===== src/rtl/cgol_pkg.sv =====
// Shared definitions for the Game of Life generation scheduler.
//   sched_state_t        - scheduler FSM state, 3-bit encoding
//   CGOL_TICK_CYCLES     - default idle cycles between running generations
//   CGOL_TIMEOUT_CYCLES  - default start-to-done budget for the engine
//   CGOL_GEN_W           - default generation counter width
package cgol_pkg;

  typedef enum logic [2:0] {
    IDLE      = 3'd0,
    WAIT_TICK = 3'd1,
    START     = 3'd2,
    COMPUTE   = 3'd3,
    SWAP      = 3'd4,
    ERROR     = 3'd5
  } sched_state_t;

  localparam int CGOL_TICK_CYCLES    = 12_000_000;
  localparam int CGOL_TIMEOUT_CYCLES = 2048;
  localparam int CGOL_GEN_W          = 16;

endpackage


===== src/rtl/cgol_cycle_timer.sv =====
// Clearable up-counter with enable and terminal-count flag.
//   clk, rst_n : clock, asynchronous active-low reset
//   clr        : synchronous clear (wins over en)
//   en         : count this cycle
//   count      : current count, 0 .. LIMIT-1
//   tc         : high while enabled and count == LIMIT-1
module cgol_cycle_timer
  import cgol_pkg::*;
#(
  parameter int  LIMIT = CGOL_TICK_CYCLES,
  localparam int CW    = (LIMIT > 1) ? $clog2(LIMIT) : 1
) (
  input  logic          clk,
  input  logic          rst_n,
  input  logic          clr,
  input  logic          en,
  output logic [CW-1:0] count,
  output logic          tc
);

  localparam logic [CW-1:0] LAST = CW'(LIMIT - 1);

  assign tc = en && (count == LAST);

  // Wraps to zero after the terminal count so the counter never leaves
  // its legal range, even if the user keeps it enabled.
  always_ff @(posedge clk or negedge rst_n) begin
    if (!rst_n) begin
      count <= '0;
    end else if (clr) begin
      count <= '0;
    end else if (en) begin
      count <= tc ? '0 : count + 1'b1;
    end
  end

endmodule


===== src/rtl/cgol_gen_scheduler.sv =====
// Generation scheduler for the Game of Life engine: paces generations with a
// tick timer, pulses the engine start, waits for the engine done rise, then
// pulses a buffer swap and counts completed generations.
//   clk, rst_n     : clock, asynchronous active-low reset
//   i_run          : level, free-running generations
//   i_step         : pulse, one generation (taken only in IDLE with i_run=0)
//   i_done         : engine done level
//   i_clear_error  : pulse, leave ERROR
//   o_start        : one-cycle engine start pulse
//   o_swap         : one-cycle buffer-swap pulse to the memory controller
//   o_busy         : high in START, COMPUTE and SWAP
//   o_generation   : completed-generation count (wraps)
//   o_error        : timeout flag, held while in ERROR
//   o_state        : current FSM state, for debug/checkers
// Optional feature macro: CGOL_SCHED_TIMEOUT_EN enables the COMPUTE timeout
// and the ERROR state; without it COMPUTE waits indefinitely.
//
// Engine handshake: o_start is a single-cycle pulse; the engine answers by
// raising i_done and holding it until the next o_start. Only a 0->1 change
// of i_done observed while in COMPUTE completes a generation, so a done level
// left over from the previous generation (or from reset) is never mistaken
// for completion.
module cgol_gen_scheduler
  import cgol_pkg::*;
#(
  parameter int TICK_CYCLES    = CGOL_TICK_CYCLES,
  parameter int TIMEOUT_CYCLES = CGOL_TIMEOUT_CYCLES,
  parameter int GEN_W          = CGOL_GEN_W
) (
  input  logic             clk,
  input  logic             rst_n,
  input  logic             i_run,
  input  logic             i_step,
  input  logic             i_done,
  input  logic             i_clear_error,
  output logic             o_start,
  output logic             o_swap,
  output logic             o_busy,
  output logic [GEN_W-1:0] o_generation,
  output logic             o_error,
  output sched_state_t     o_state
);

  localparam int TICK_W = (TICK_CYCLES > 1) ? $clog2(TICK_CYCLES) : 1;

  sched_state_t     state_q, state_d;
  logic             done_q;
  logic             done_rise;
  logic [GEN_W-1:0] gen_q;
  logic             tick_tc;
  logic             tmo_tc;
  logic [TICK_W-1:0] unused_tick_count;

  // Resets high so a done level held through reset is not an edge.
  always_ff @(posedge clk or negedge rst_n) begin
    if (!rst_n) begin
      done_q <= 1'b1;
    end else begin
      done_q <= i_done;
    end
  end

  assign done_rise = i_done && !done_q;

  // Cleared whenever we are outside WAIT_TICK, so it reads zero on entry.
  cgol_cycle_timer #(.LIMIT(TICK_CYCLES)) u_tick_timer (
    .clk   (clk),
    .rst_n (rst_n),
    .clr   (state_q != WAIT_TICK),
    .en    (state_q == WAIT_TICK),
    .count (unused_tick_count),
    .tc    (tick_tc)
  );

`ifdef CGOL_SCHED_TIMEOUT_EN
  localparam int TMO_W = (TIMEOUT_CYCLES > 1) ? $clog2(TIMEOUT_CYCLES) : 1;
  logic [TMO_W-1:0] unused_tmo_count;

  cgol_cycle_timer #(.LIMIT(TIMEOUT_CYCLES)) u_timeout_timer (
    .clk   (clk),
    .rst_n (rst_n),
    .clr   (state_q == START),
    .en    (state_q == COMPUTE),
    .count (unused_tmo_count),
    .tc    (tmo_tc)
  );
`else
  logic unused_clear_error;
  assign unused_clear_error = i_clear_error;
  assign tmo_tc             = 1'b0;
`endif

  always_ff @(posedge clk or negedge rst_n) begin
    if (!rst_n) begin
      state_q <= IDLE;
    end else begin
      state_q <= state_d;
    end
  end

  always_comb begin
    state_d = state_q;
    case (state_q)
      IDLE: begin
        if (i_run) begin
          state_d = WAIT_TICK;
        end else if (i_step) begin
          state_d = START;
        end
      end
      WAIT_TICK: begin
        // Dropping run abandons the wait; no generation is issued.
        if (!i_run) begin
          state_d = IDLE;
        end else if (tick_tc) begin
          state_d = START;
        end
      end
      START: begin
        state_d = COMPUTE;
      end
      COMPUTE: begin
        // The done edge is tested first so it wins a tie with the timeout.
        if (done_rise) begin
          state_d = SWAP;
        end else if (tmo_tc) begin
          state_d = ERROR;
        end
      end
      SWAP: begin
        state_d = i_run ? WAIT_TICK : IDLE;
      end
`ifdef CGOL_SCHED_TIMEOUT_EN
      ERROR: begin
        if (i_clear_error) begin
          state_d = IDLE;
        end
      end
`endif
      default: begin
        state_d = IDLE;
      end
    endcase
  end

  // Counts on entry to SWAP so o_swap and the new count appear together.
  always_ff @(posedge clk or negedge rst_n) begin
    if (!rst_n) begin
      gen_q <= '0;
    end else if (state_q == COMPUTE && done_rise) begin
      gen_q <= gen_q + 1'b1;
    end
  end

  assign o_start      = (state_q == START);
  assign o_swap       = (state_q == SWAP);
  assign o_busy       = (state_q == START) || (state_q == COMPUTE) || (state_q == SWAP);
  assign o_generation = gen_q;
  assign o_state      = state_q;

`ifdef CGOL_SCHED_TIMEOUT_EN
  assign o_error = (state_q == ERROR);
`else
  assign o_error = 1'b0;
`endif

endmodule


===== config.mk =====
export PLATFORM = sky130hd
export DESIGN_NAME = cgol_gen_scheduler
export DESIGN_NICKNAME = d
export VERILOG_FILES = /design/src/rtl/cgol_pkg.sv /design/src/rtl/cgol_cycle_timer.sv /design/src/rtl/cgol_gen_scheduler.sv
export SDC_FILE = /design/constraint.sdc
export NUM_CORES = 1
export LEC_CHECK = 0
export CAP_MARGIN = 25
export CORE_AREA = 3 3 71 73
export DETAILED_ROUTE_END_ITERATION = 7
export DIE_AREA = 0 0 74 76
export PLACE_DENSITY = 0.73
export REMOVE_ABC_BUFFERS = 1
export SETUP_SLACK_MARGIN = 0.2
export SLEW_MARGIN = 20
export SYNTH_ARGS = -nofsm -noshare
export SYNTH_HDL_FRONTEND = slang
export SYNTH_SLANG_ARGS = --single-unit

===== constraint.sdc =====
create_clock -name clk -period 2.1 [get_ports clk]
set_input_delay 0.21 -clock clk [delete_from_list [all_inputs] [get_ports clk]]
set_output_delay 0.21 -clock clk [all_outputs]
set_load 0.05 [all_outputs]

==> key figures, run 1 <==
Global route
  • Number of global-route vias before repair: ~1700
  • Antenna violations before repair: 0
  • GRT overflow: 0
  • Pin count of the biggest net entering global routing: between 40 and 50
  • Global-route wire length before repair: between 7000 and 8000 µm
  • GRT Overall Usage: roughly 17%

Critical path
  • Worst Reg2Reg Path Length in Cells: 4
  • Crit path launch type: flip-flop
  • R2r setup slk: 160 ps
  • CP arrival: approximately 2100 ps
  • Setup CP Type: reg -> reg
  • Crit Path Max Fanout: 2
  • R2r endpoint: o_state[0]
  • CP endpoint kind: flip-flop
  • Worst Path Required: between 2000 and 2500 ps
  • FF-to-FF Start: u_tick_timer.count[10]

Timing
  • Slew headroom: approximately 63%
  • Worst-margin pin slew: between 500 and 600 ps
  • Final critical-path required period: 1940 ps
  • Worst Skew: 10.7 ps
  • F_max: 515 MHz
  • Fin. max-slew vios: 0
  • Final setup violation count: 0
  • Final hold vios: 0
  • Hold WS: ~380 ps
  • Final period util: 92.4%
  • RSZ-0062 raised after global routing: yes
  • Setup TNS: 0 ps

Clock network
  • Number of H-tree levels: 2
  • CTS Buf Count: 5
  • Clock Sinks: 44
  • Clock root cell: clkbuf_8
  • Worst skew pair latency: roughly 300 ps
  • CTS tree: done
  • CTS clk-pin slew, worst paths: roughly 80 ps
  • Maximum clock insertion buffer count: 2

Detailed routing
  • Number of vias per cell: 5.49
  • Post-route ant nets: 0
  • Initial DRC count: 45
  • Top Metal Used: met4
  • DR WL met2: roughly 2100 µm
  • Routed length on met3: between 150 and 200 µm
  • Router iterations before antenna repair: 4
  • Drt total wl: between 4000 and 5000 µm
  • Avg WL per Cell: 14.0 µm
  • Vias: 1730
  • Met1 wire length: around 2000 µm
  • Remaining DRCs: 0

Die
  • Initial Utilization: roughly half
  • Die H: approximately 76 µm
  • Core area: ~4400 µm²
  • Die span in x: between 70 and 80 µm
  • IO Pins: 29
  • Die Area: around 5600 µm²
  • Rows: 24

Cells and area
  • Core Util, Final: 62.4%
  • Share of cells above drive strength 1: 17.1%
  • Layout area overhead: 27.8%
  • Most frequent cells in the layout: 42 x dfrtp_1, 23 x buf_4, 21 x nor2_1, 21 x clkdlybuf4s50_1, 18 x xnor2_1
  • Fin nets: 270
  • Post-route insts no fill: 315
  • ANT cells: 0
  • Commonest non-fill, non-tap cell in the layout: dfrtp_1

Yosys
  • Seq/Total Area, Yosys: 51.2%
  • Prevailing post-synth register cell: dfrtp_1
  • Syn avg cell area: about 10 µm²
  • Synth area leader: dfrtp_1
  • Synth area leaders: dfrtp_1 50%, xnor2_1 7.3%, nor2_1 3.7%
  • Syn Inst Count: about 210
  • Share of the synthesized area in the top cell type: approximately half
  • EDFF count, synth: 0
  • Seq cells post-synth: 44
  • Yosys warning total: 0
  • Ys async rst share: 100%
  • Mapped Area: around 2200 µm²
  • Synth cell types: 42

Job
  • Max Cap Violations: 0

Min path
  • WHS Path Cells: 1
  • Worst min-delay path category: in -> reg
  • Hold path start: i_done
  • Hold worst-path end: done_q

Outcome
  • Status: complete, no violations

Power
  • Total power: between 2 and 3 mW
  • Peak VDD IR: 0.000887 V
  • Leakage power: around 1.2 nW
  • PwrDens: between 900 and 1000 nW/µm²

Placement
  • # port buffers: 26
  • Post-Place Cells: 299
  • Final GP Congestion: approximately 0.77
  • Post-DP HPWL: 2970 µm
[routing by layer]
metal,track usage [%],vias up
met4,5.43,0
met2,25.6,32
met1,24.3,846
met3,4.49,8
met5,0,-
li1,-,844
[layout make-up]
class | count | area (µm²)
repair buffers | 49 | 452
flip-flops and latches | 44 | 1100
multi-input cells | 155 | 1020
clock inverters | 1 | 5.00
inverters | 7 | 26.3
well taps | 52 | 65.1
fillers | 369 | 1660
clock buffers | 7 | 76.3
[sequential cells by signal (all words and copies together), names as in the netlist]
register / count
o_state: 3
done_q: 1
o_generation: 16
u_tick_timer.count: 24
[kinds of logic after synthesis]
logic type	count (synthesis)	synth area share [%]
DFF	44	51.2
buffers and inverters	15	3.02
adders and majority gates	2	1.16
muxes	1	0.523
AOI/OAI and AO/OA	26	7.44
xor gates and xnor gates	27	11.0
other	1	0.174
and+or+nand+nor	98	25.5
[repair_timing]
item                                   4_1_cts  5_1_grt
pin swaps                                    5        1
resized for setup                            6        3
gates cloned                                 0        1
endpoints found under the hold margin        8        0
setup endpoints to repair                   25       24
buffers inserted                             5        1
hold buffers                                 1        0
[through the flow]
stage | area, µm² | worst slack (ps)
finish | 2750 | 160
floorplan | 2110 | -519
CTS | 2700 | 162
detailed placement | 2550 | 12.3
global route | 2750 | 71.0
global placement | 2550 | 69.6
[worst max-delay path, cell delays in order, from the launching register on]
cell and delay, ps:
dfrtp_1 390, or4b_4 550, nor4_4 320, a311oi_1 140
or4_1 410
[worst max path at each step]
| stage | from | to | slack, ps | cells past startpoint |
|---|---|---|---|---|
| 6_report | u_tick_timer.count[10] | o_state[0] | 160 | 4 |
| 5_1_grt | u_tick_timer.count[10] | o_state[0] | 70 | 4 |
| 4_1_cts | u_tick_timer.count[14] | u_tick_timer.count[17] | 160 | 6 |
| 3_5_place_dp | u_tick_timer.count[10] | o_state[0] | 10 | 4 |
| 3_3_place_gp | u_tick_timer.count[0] | u_tick_timer.count[22] | 70 | 5 |
| 2_1_floorplan | o_state[2] | o_busy | -520 | 3 |
[synthesized netlist by cell type, types with 2 or more instances]
master,number
nand4b_1,2
a21oi_1,9
inv_1,7
nor2_1,21
nor4_1,3
nand4_1,6
buf_2,4
nand3_1,12
ha_1,2
and4_1,2
xnor2_1,18
or4_1,6
a211oi_1,2
o31ai_1,3
and3_1,6
clkbuf_1,2
o21ai_0,7
dfrtp_1,43
and2_1,5
nand2_1,15
xor2_1,9
nor3_1,7
or3_1,4
[power breakdown]
part	leakage, nW	internal [mW]	total, mW	switching (mW)
sequential	0.595	0.931	1.05	0.116
combinational	0.533	0.375	0.976	0.600
clock	0.0422	0.233	0.500	0.267
No activity file was read; power rests on OpenSTA's default activity.
==> inputs of run 2 (changes only) <==
--- a/config.mk
+++ b/config.mk
@@ -5,11 +5,11 @@
 export SDC_FILE = /design/constraint.sdc
 export NUM_CORES = 1
 export LEC_CHECK = 0
-export CAP_MARGIN = 25
-export CORE_AREA = 3 3 71 73
+export CORE_AREA = 3 3 67 69
 export DETAILED_ROUTE_END_ITERATION = 7
-export DIE_AREA = 0 0 74 76
-export PLACE_DENSITY = 0.73
+export DIE_AREA = 0 0 70 72
+export DONT_BUFFER_PORTS = 1
+export PLACE_DENSITY = 0.71
 export REMOVE_ABC_BUFFERS = 1
 export SETUP_SLACK_MARGIN = 0.2
 export SLEW_MARGIN = 20
==> key figures, run 2 (synthesis results as in run 1) <==
Outcome
  • Status: complete, no violations

Cells and area
  • Layout area overhead: 32.1%
  • Fillers: ~280
  • Area of the multi-input gates: around 1100 µm²
  • ANT cells: 0
  • Max reg flops: 24
  • Fin nets: about 260
  • Most frequent cells in the layout: 43 x dfrtp_1, 31 x buf_4, 18 x xnor2_1
  • Share of cells above drive strength 1: 31.3%
  • Commonest non-fill, non-tap cell in the layout: dfrtp_1
  • Flip-flop and latch area: 1100 µm²
  • Most flops, register: u_tick_timer.count
  • Core Util, Final: around 70%

Timing
  • Slew headroom: a little under two thirds
  • Fin. max-slew vios: 0
  • Final period util: a little over nine tenths
  • Final critical-path required period: approximately 2000 ps
  • Final hold vios: 0
  • Post-route setup slack: approximately 110 ps
  • Worst Skew: 8.51 ps
  • Hold WS: 124 ps
  • Worst-margin pin slew: roughly 540 ps
  • F_max: 504 MHz
  • Final setup violation count: 0
  • RSZ-0062 raised after global routing: yes

Min path
  • Worst min-delay path category: in -> reg

Detailed routing
  • Remaining DRCs: 0
  • Number of vias per cell: 5.84
  • Initial DRC count: between 60 and 70
  • Vias: around 1800
  • Post-route ant nets: 0
  • Router iterations before antenna repair: 4
  • Drt total wl: approximately 5500 µm
  • Avg WL per Cell: about 18 µm

Placement
  • Final GP Congestion: slightly below 0.8
  • Pre-CTS WS: -5.79 ps
  • Post-DP HPWL: approximately 3200 µm
  • # port buffers: 0

Critical path
  • CP endpoint kind: flip-flop
  • Crit Path Max Fanout: 6
  • CP arrival: around 2200 ps
  • Setup CP Type: reg -> reg
  • Crit path launch type: flip-flop
  • Worst Path Required: roughly 2300 ps

Die
  • Rows: 23
  • Core area: about 4000 µm²
  • IO Pins: 29
  • Die Area: roughly 5000 µm²
  • Initial Utilization: a little over half
  • Die span in x: around 70 µm
  • Die H: ~72 µm

Power
  • Sw Ratio: 39.7%
  • Flop pwr share: 34.9%
  • Int Power: approximately 1.7 mW
  • Gate power share: 41.7%
  • Reported net switching power: roughly 1.1 mW
  • Leakage power: 1.20 nW
  • Peak VDD IR: 0.000425 V
  • PwrDens: slightly above 1000 nW/µm²
  • Clk network pwr share: a little under a quarter
  • Total power: slightly below 3 mW

Clock network
  • Clock Sinks: 44
  • Maximum clock insertion buffer count: 2
  • Worst skew pair latency: 310 ps
  • CTS tree: done
  • Clock root cell: clkbuf_8
  • CTS Buf Count: 5
  • Number of H-tree levels: 2
  • CTS clk-pin slew, worst paths: 90 ps

Job
  • Max Cap Violations: 0

Global route
  • Antenna violations before repair: 0
  • Global-route wire length before repair: ~7900 µm
  • Pin count of the biggest net entering global routing: 45
  • Number of global-route vias before repair: 1728
  • GRT Overall Usage: approximately 20%
  • GRT overflow: 0
-- run 2: cell types whose count changed in the layout (fill, tap and decap cells not counted), moves of 3 or more --
cell	before	now
nor2_4	0	8
buf_6	0	3
a21oi_2	1	8
buf_4	23	31
clkdlybuf4s50_1	21	0
a21oi_1	9	2
nor2_1	21	12
-- run 2: power by group through the flow --
stage | clock [mW] | sequential, mW | combinational [mW]
6_report | 0.677 | 1.01 | 1.21
3_5_place_dp | 0 | 1.02 | 0.918
2_1_floorplan | 0 | 1.27 | 0.330
3_3_place_gp | 0 | 1.01 | 0.902
5_1_grt | 0.715 | 1.02 | 1.27
4_1_cts | 0.675 | 1.01 | 0.945
-- run 2: critical path, cell delays in order (launching register included) --
cell and delay [ps]:
dfrtp_1 390, buf_6 110, nand4_1 140, or4_4 610, or4_4 550, a21oi_2 130
-- run 2: area by class of cell --
cell class	instances	share of cell area (%)
multi-input cells	155	39.9
clock inverters	3	1.63
repair buffers	42	14.1
inverters	7	0.924
flip-flops and latches	44	38.8
clock buffers	5	2.42
well taps	50	2.20
-- run 2: metrics by stage --
stage | setup TNS [ps] | area, µm² | instances
2_1_floorplan | -763 | 2110 | 206
3_3_place_gp | 0 | 2430 | 285
3_5_place_dp | -5.79 | 2430 | 285
4_1_cts | 0 | 2630 | 298
5_1_grt | 0 | 2840 | 306
6_report | 0 | 2840 | 306
-- run 2: routing by layer --
metal / routed length (µm) / GRT usage (%) / part of all wire, % / up-vias
met1: 2290 / 22.9 / 41 / 878
met5: 0 / 0 / 0 / -
met2: 2800 / 35.6 / 51 / 60
met4: 140 / 5.74 / 2.5 / 0
met3: 291 / 5.12 / 5.3 / 17
li1: - / - / - / 833
-- run 2: worst paths after layout --
check	slack [ps]	endpoint	from	cells past startpoint
max in group asynchronous	1460	done_q	rst_n	2
min in group asynchronous	360	o_generation[12]	rst_n	2
max reg2reg	110	u_tick_timer.count[22]	u_tick_timer.count[8]	5
min reg2reg	470	u_tick_timer.count[0]	u_tick_timer.count[0]	1
min	120	o_state[1]	i_run	2
max	110	u_tick_timer.count[22]	u_tick_timer.count[8]	5
-- run 2: what timing repair did --
| item | 4_1_cts | 5_1_grt |
|---|---|---|
| gates cloned | 0 | 3 |
| buffers inserted | 2 | 5 |
| endpoints found under the hold margin | 45 | 0 |
| endpoints found under the setup margin | 24 | 24 |
| resized for setup | 5 | 33 |
| pin swaps | 6 | 19 |
| hold buffers | 3 | 0 |
